==> src/rtl/alu_hazard_scheduler.sv <==
// ALU issue scheduler: tracks in-flight destinations, stalls on RAW/WAW hazards, supports pipeline drain.
// Optional feature: define ALU_HAZARD_FWD_EN to assume forwarding from stages 2..DEPTH (RAW checks stage 1 only).
module alu_hazard_scheduler #(
  parameter int DEPTH = 3,
  parameter int CNT_W = 16
) (
  input  logic             clk,
  input  logic             rst,
  input  logic             valid,
  input  logic [6:0]       opcode,
  input  logic [4:0]       src1,
  input  logic [4:0]       src2,
  input  logic [4:0]       dest,
  input  logic             drain,
  output logic             stall,
  output logic             issue,
  output logic             wb_valid,
  output logic [4:0]       wb_dest,
  output logic             drain_done,
  output logic [CNT_W-1:0] stall_cnt
);

`ifdef ALU_HAZARD_FWD_EN
  localparam int RAW_STAGES = 1;
`else
  localparam int RAW_STAGES = DEPTH;
`endif

  typedef enum logic [1:0] {RUN, DRAIN, DONE} state_t;

  state_t         state, state_next;
  logic [DEPTH-1:0] trk_v;
  logic [4:0]     trk_dest [DEPTH];
  logic           raw_hit, waw_hit, hazard, chain_empty;

  // The opcode travels with the instruction to the ALU; the scheduler itself never inspects it.
  logic unused_opcode;
  assign unused_opcode = ^opcode;

  always_comb begin
    raw_hit = 1'b0;
    waw_hit = 1'b0;
    for (int k = 0; k < DEPTH; k++) begin
      if (trk_v[k] && (trk_dest[k] != 5'd0)) begin
        if ((k < RAW_STAGES) && ((trk_dest[k] == src1) || (trk_dest[k] == src2)))
          raw_hit = 1'b1;
        if (trk_dest[k] == dest)
          waw_hit = 1'b1;
      end
    end
  end

  assign hazard      = raw_hit | waw_hit;
  assign chain_empty = ~|trk_v;

  // A drain request in RUN blocks issue in the same cycle it is seen.
  assign stall      = valid & (hazard | (state != RUN) | drain);
  assign issue      = valid & ~stall;
  assign wb_valid   = trk_v[DEPTH-1];
  assign wb_dest    = trk_v[DEPTH-1] ? trk_dest[DEPTH-1] : 5'd0;
  assign drain_done = (state == DONE);

  always_ff @(posedge clk or negedge rst) begin
    if (!rst) begin
      trk_v <= '0;
      for (int k = 0; k < DEPTH; k++)
        trk_dest[k] <= 5'd0;
    end else begin
      trk_v       <= {trk_v[DEPTH-2:0], issue};
      trk_dest[0] <= dest;
      for (int k = 1; k < DEPTH; k++)
        trk_dest[k] <= trk_dest[k-1];
    end
  end

  always_ff @(posedge clk or negedge rst) begin
    if (!rst)
      state <= RUN;
    else
      state <= state_next;
  end

  always_comb begin
    state_next = state;
    case (state)
      RUN:     if (drain) state_next = DRAIN;
      DRAIN:   if (chain_empty) state_next = DONE;
      DONE:    state_next = drain ? DRAIN : RUN;
      default: state_next = RUN;
    endcase
  end

  always_ff @(posedge clk or negedge rst) begin
    if (!rst)
      stall_cnt <= '0;
    else if (stall && (stall_cnt != {CNT_W{1'b1}}))
      stall_cnt <= stall_cnt + 1'b1;
  end

endmodule

==> config.mk <==
export PLATFORM = sky130hd
export DESIGN_NAME = alu_hazard_scheduler
export DESIGN_NICKNAME = d
export VERILOG_FILES = /design/src/rtl/alu_hazard_scheduler.sv
export SDC_FILE = /design/constraint.sdc
export NUM_CORES = 1
export LEC_CHECK = 0
export ABC_AREA = 1
export BUFFER_PORTS_ARGS = -buffer_cell sky130_fd_sc_hd__buf_2
export CORE_MARGIN = 1.5
export CORE_UTILIZATION = 52
export DETAILED_ROUTE_END_ITERATION = 8
export HOLD_SLACK_MARGIN = 0.12
export PLACE_DENSITY_LB_ADDON = 0.12
export SYNTH_ARGS = -nofsm -noshare
export SYNTH_HDL_FRONTEND = slang
export SYNTH_SLANG_ARGS = --single-unit
==> constraint.sdc <==
create_clock -name clk -period 4.4 [get_ports clk]
set_input_delay 0.66 -clock clk [delete_from_list [all_inputs] [get_ports clk]]
set_output_delay 0.66 -clock clk [all_outputs]
set_load 0.05 [all_outputs]
* After elaboration in Yosys (flattened, before gate mapping)
Index checks and enable logic that the tools add are counted.
** Operators by class
- Equality and inequality tests :: 14
- Bitwise logic cells :: 6
- Muxes and demuxes :: 17
- $add $sub $neg :: 1
- Reduce and logical (&&, ||, !) cells :: 14
** Operator list (count)
- 5-bit == test :: 9
- 16-bit by 1-bit adder with 16-bit output, second input constant :: 1
- 16-bit != test, second input constant :: 1
- 5-bit nonzero test :: 3
- 1-bit 2-to-1 mux :: 13
- 2-bit case mux with 3 select lines :: 1
- 5-bit 2-to-1 mux :: 1
- 1-bit logical AND :: 4
- 2-bit 2-to-1 mux :: 2
- 2-bit != test, second input constant :: 2
- 1-bit logical OR :: 3
- 1-bit OR :: 3
- 3-bit OR reduction :: 1
- 1-bit bitwise AND :: 2
- 2-bit by 1-bit == test with 1-bit output, second input constant :: 1
- 2-bit == test, second input constant :: 1
- 2-bit zero test :: 1
- 2-bit AND reduction :: 1
- 2-bit nonzero test :: 1
- 1-bit inverter :: 1
** Word-level totals
- Logic and storage cells :: 58
- Register bits after elaboration :: 36
- Output and inout port bits :: 25

* Depth between registers and ports, before layout
- Depth after elaboration :: 14
- Mapped depth :: 15
- Mapped depth without buffers :: 13

* Worst setup path before layout
Ideal clock, no wire load.
- Path type :: flip-flop to output port
- From :: register trk_v[2]
- To :: output issue
- Slack :: 1540 ps
- Cell stages (with the launch flop) :: 10
- Arrival time :: 2200 ps
- Cells stage by stage :: dfrtp_1 clkbuf_1 nand2_1 inv_2 nand3_1 nand3_1 nor2_1 nand2_2 buf_2 nor2_1
** On the way
- Word-level cells in the longest chain between the ends :: 8
** RTL lines
- start: declaration :: RTL line 32 : logic [DEPTH-1:0] trk_v;
- start signal: assignment :: RTL line 69 : trk_v <= {trk_v[DEPTH-2:0], issue};
- 1-bit logical AND * :: RTL line 44 : if (trk_v[k] && (trk_dest[k] != 5'd0)) begin
- 1-bit 2-to-1 mux :: RTL line 44
- 1-bit OR * :: RTL line 53 : assign hazard = raw_hit | waw_hit;
- 1-bit OR * (2 in series) :: RTL line 57 : assign stall = valid & (hazard | (state != RUN) | drain);
- 1-bit bitwise AND * :: RTL line 57
- 1-bit inverter * :: RTL line 58 : assign issue = valid & ~stall;
- 1-bit bitwise AND * :: RTL line 58
- end: declaration :: RTL line 16 : output logic issue,
Every way passes the cells marked *; elsewhere a longest branch is shown, timed or not.

* Worst setup path after layout
- From :: register trk_dest[0] (netlist bit)
- To :: output issue
** On the way
- Word-level cells in the longest chain between the ends :: 10
** RTL lines
- start: declaration :: RTL line 33 : logic [4:0] trk_dest [DEPTH];
- start signal: indexed assignment :: RTL line 72 : trk_dest[k] <= trk_dest[k-1];
- 5-bit == test :: RTL line 45 : if ((k < RAW_STAGES) && ((trk_dest[k] == src1) || (trk_dest[k] == src2)))
- 1-bit logical OR :: RTL line 45
- 1-bit 2-to-1 mux :: RTL line 45
- 1-bit 2-to-1 mux :: RTL line 44
- 1-bit OR * :: RTL line 53
- 1-bit OR * (2 in series) :: RTL line 57
- 1-bit bitwise AND * :: RTL line 57
- 1-bit inverter * :: RTL line 58
- 1-bit bitwise AND * :: RTL line 58
Marks and branches as above.

==> metrics.txt <==
status=finished clean; Die Wd=around 70 um; biggest cell delay along the critical path=approximately 460 ps; largest family of logic cells by synthesized area=simple AND/OR/NAND/NOR gates; initial antenna violation count=0; Final min period=a little under 3000 ps; synth cell count leaders=nand2_1 (114), dfrtp_1 (36), nor2_1 (36), inv_1 (31), xor2_1 (23); critical path peak fanout=18; Max IR drop VDD=397 uV; final net count=393; Setup Viol. Count Final=0; Clock Path Buffers=2; met3 Use GR=4.91%; H-tree depth=2; Placeable Area=approximately 4400 um2; met2 Usage GRT=38.5%; simple-gate share of the synthesized area=approximately 37%; CP Capture Type=primary output; Layout Utilization=61.6%; M1 GR Usage=between 20 and 30%; worst endpoint required time=between 3000 and 4000 ps; Critical-path top delay cell=dfrtp_1; PortBufs=43; CTS Root Cell=clkbuf_8; Worst-Skew Late Latency=290 ps; Initial DRC Count=72; syn_nets=351; layout cells sized above 1=around 17%; EDFF count, synth=0; drt pass-1 iters=4; xor/xnor share of the synthesized area=roughly 14%; area leader, netlist=dfrtp_1; RSZ-0062 raised after global routing=false; Least-Margin Pin Slew=just under 800 ps; CP delay by family, top=simple AND/OR/NAND/NOR gates; Via density=~5.0; Crit Path Category=reg2out; DRC viols=0; Initial Utilization=a little over half; CTS resizes=0; count leader, synth=nand2_1; critical path data arrival time=2240 ps; period utilization=around two thirds; post-synthesis sequential area ratio=a little under two fifths; worst-case clock skew=around 5.1 ps; GRT busiest layer=met2; Yosys warnings=0; Site Rows=24; placed wire-length estimate=approximately 3.8 mm; Async SR Flop Fraction=between 90% and 100%; synthesized area per cell=~7.2 um2; Die Y=roughly 70 um; Post-Syn Area=2350 um2; Reg2Reg Setup Slack=between 2000 and 2500 ps; worst hold path type=in2async; Max Slew Vio Count=0; area grow syn2layout=14.2%; Antenna Cells=0; clk sinks=36; Fin. Hold Viols=0; mux cell area share after synthesis=0%; total track usage=between 20% and 30%; first-pass GRT wire length=approximately 9 mm; Max Cap Viol=0; DRT Wirelength=slightly above 5 mm; Rel. slew slack=48.1%; setup TNS=0 ps; drt wl/cell=about 12 um; area share of the largest cell type after synthesis=a little under two fifths; Setup crit start kind=register; CTS Hold Bufs=0; gr ovfl total=0; PD cells=about 390 nW/um2; Final GP Congestion=between 0.9 and 1; top cells by area, synth=dfrtp_1 (38%), nand2_1 (18%), xor2_1 (8.6%); Synth Register Bits=36; Synth Flop Type=dfrtp_1; CTS tree=yes; post-route ant nets=0; Fmax=between 300 and 400 MHz; Reg clk slew, reported paths=about 70 ps; Unique masters post-synth=23; Synth Area in Compound Gates=~1.7%; Die Area=slightly below 5000 um2; vias in the first global route=1964; fill cell total of the finished layout=406; Leakage=roughly 0.0015 uW; largest net degree at the start of global routing=37; postcts setup bufs=0; adder-cell share of the synthesized area=less than 1%; WP buf/inv=2; Post-Syn Instances=about 320; TritonCTS buffer count=5; via count=approximately 2100; crit-path cells=nor2_1, nand3_1, nand2_1, inv_2, nand3_1, nand3_1, nor2_1, nand2_2, nor2_1, buf_2; IO Count=just over 50
[final timing paths]
kind                                     startpoint  cells past startpoint                   endpoint
setup reg to reg           stall_cnt[0]$_DFFE_PN0P_                      8   stall_cnt[8]$_DFFE_PN0P_
hold reg to reg                  trk_v[0]$_DFF_PN0_                      0         trk_v[1]$_DFF_PN0_
min in group clk                 trk_v[0]$_DFF_PN0_                      0         trk_v[1]$_DFF_PN0_
max in group asynchronous                       rst                      1  stall_cnt[15]$_DFFE_PN0P_
setup / recovery              trk_dest[0]$_DFF_PN0_                     10                      issue
hold / removal                                  rst                      1   stall_cnt[4]$_DFFE_PN0P_
[power breakdown]
| part | internal (uW) | switching, uW | total, uW |
|---|---|---|---|
| Combinational | 100 | 250 | 350 |
| Clock | 139 | 116 | 256 |
| Sequential | 372 | 59.5 | 431 |
| Total | 611 | 426 | 1040 |
[stage by stage]
step / setup WS, ps / instance area [um2] / instances / power [uW] / hold slack (ps)
6_report: 1500 / 2680 / 418 / 1040 / 443
3_3_place_gp: 1510 / 2580 / 411 / 785 / 432
4_1_cts: 1450 / 2680 / 418 / 1050 / 454
2_1_floorplan: 1540 / 2350 / 324 / 701 / 364
3_5_place_dp: 1490 / 2580 / 411 / 791 / 442
5_1_grt: 1250 / 2680 / 418 / 1100 / 473
[routing by layer]
layer,vias to the layer above,wire length [um]
met5,-,0
met4,0,146
met3,13,232
met2,46,2560
met1,935,2180
li1,1096,-
[flip-flops by register name (all words and copies together) (netlist names)]
register,cells
state,2
stall_cnt,16
trk_dest,15
trk_v,3
[logic make-up after synthesis]
| kind of cell | count (synthesis) |
|---|---|
| simple gates | 197 |
| buf+inv | 45 |
| xor+xnor | 38 |
| flops | 36 |
| compound gates | 7 |
| fa+ha+maj | 1 |
[placed cells by master (no fill, tap or decap), drive strengths merged]
master,n
nor2,36
clkbuf,7
nor4,3
inv,37
or2,1
nor3b,1
a21oi,5
nand3,18
dfrtp,36
ha,1
nand2,115
buf,43
nor3,3
xor2,23
and3,1
o31ai,2
xnor2,15
nand4,19
[cell type report]
class / count / area [um2] / area share [%]
Multi-Input combinational cell: 243 / 1260 / 47.2
Sequential cell: 36 / 901 / 33.6
Timing Repair Buffer: 43 / 215 / 8.03
Inverter: 37 / 139 / 5.18
Clock buffer: 7 / 96.3 / 3.59
Tap cell: 52 / 65.1 / 2.43
Power figures use the tool's default switching activity.
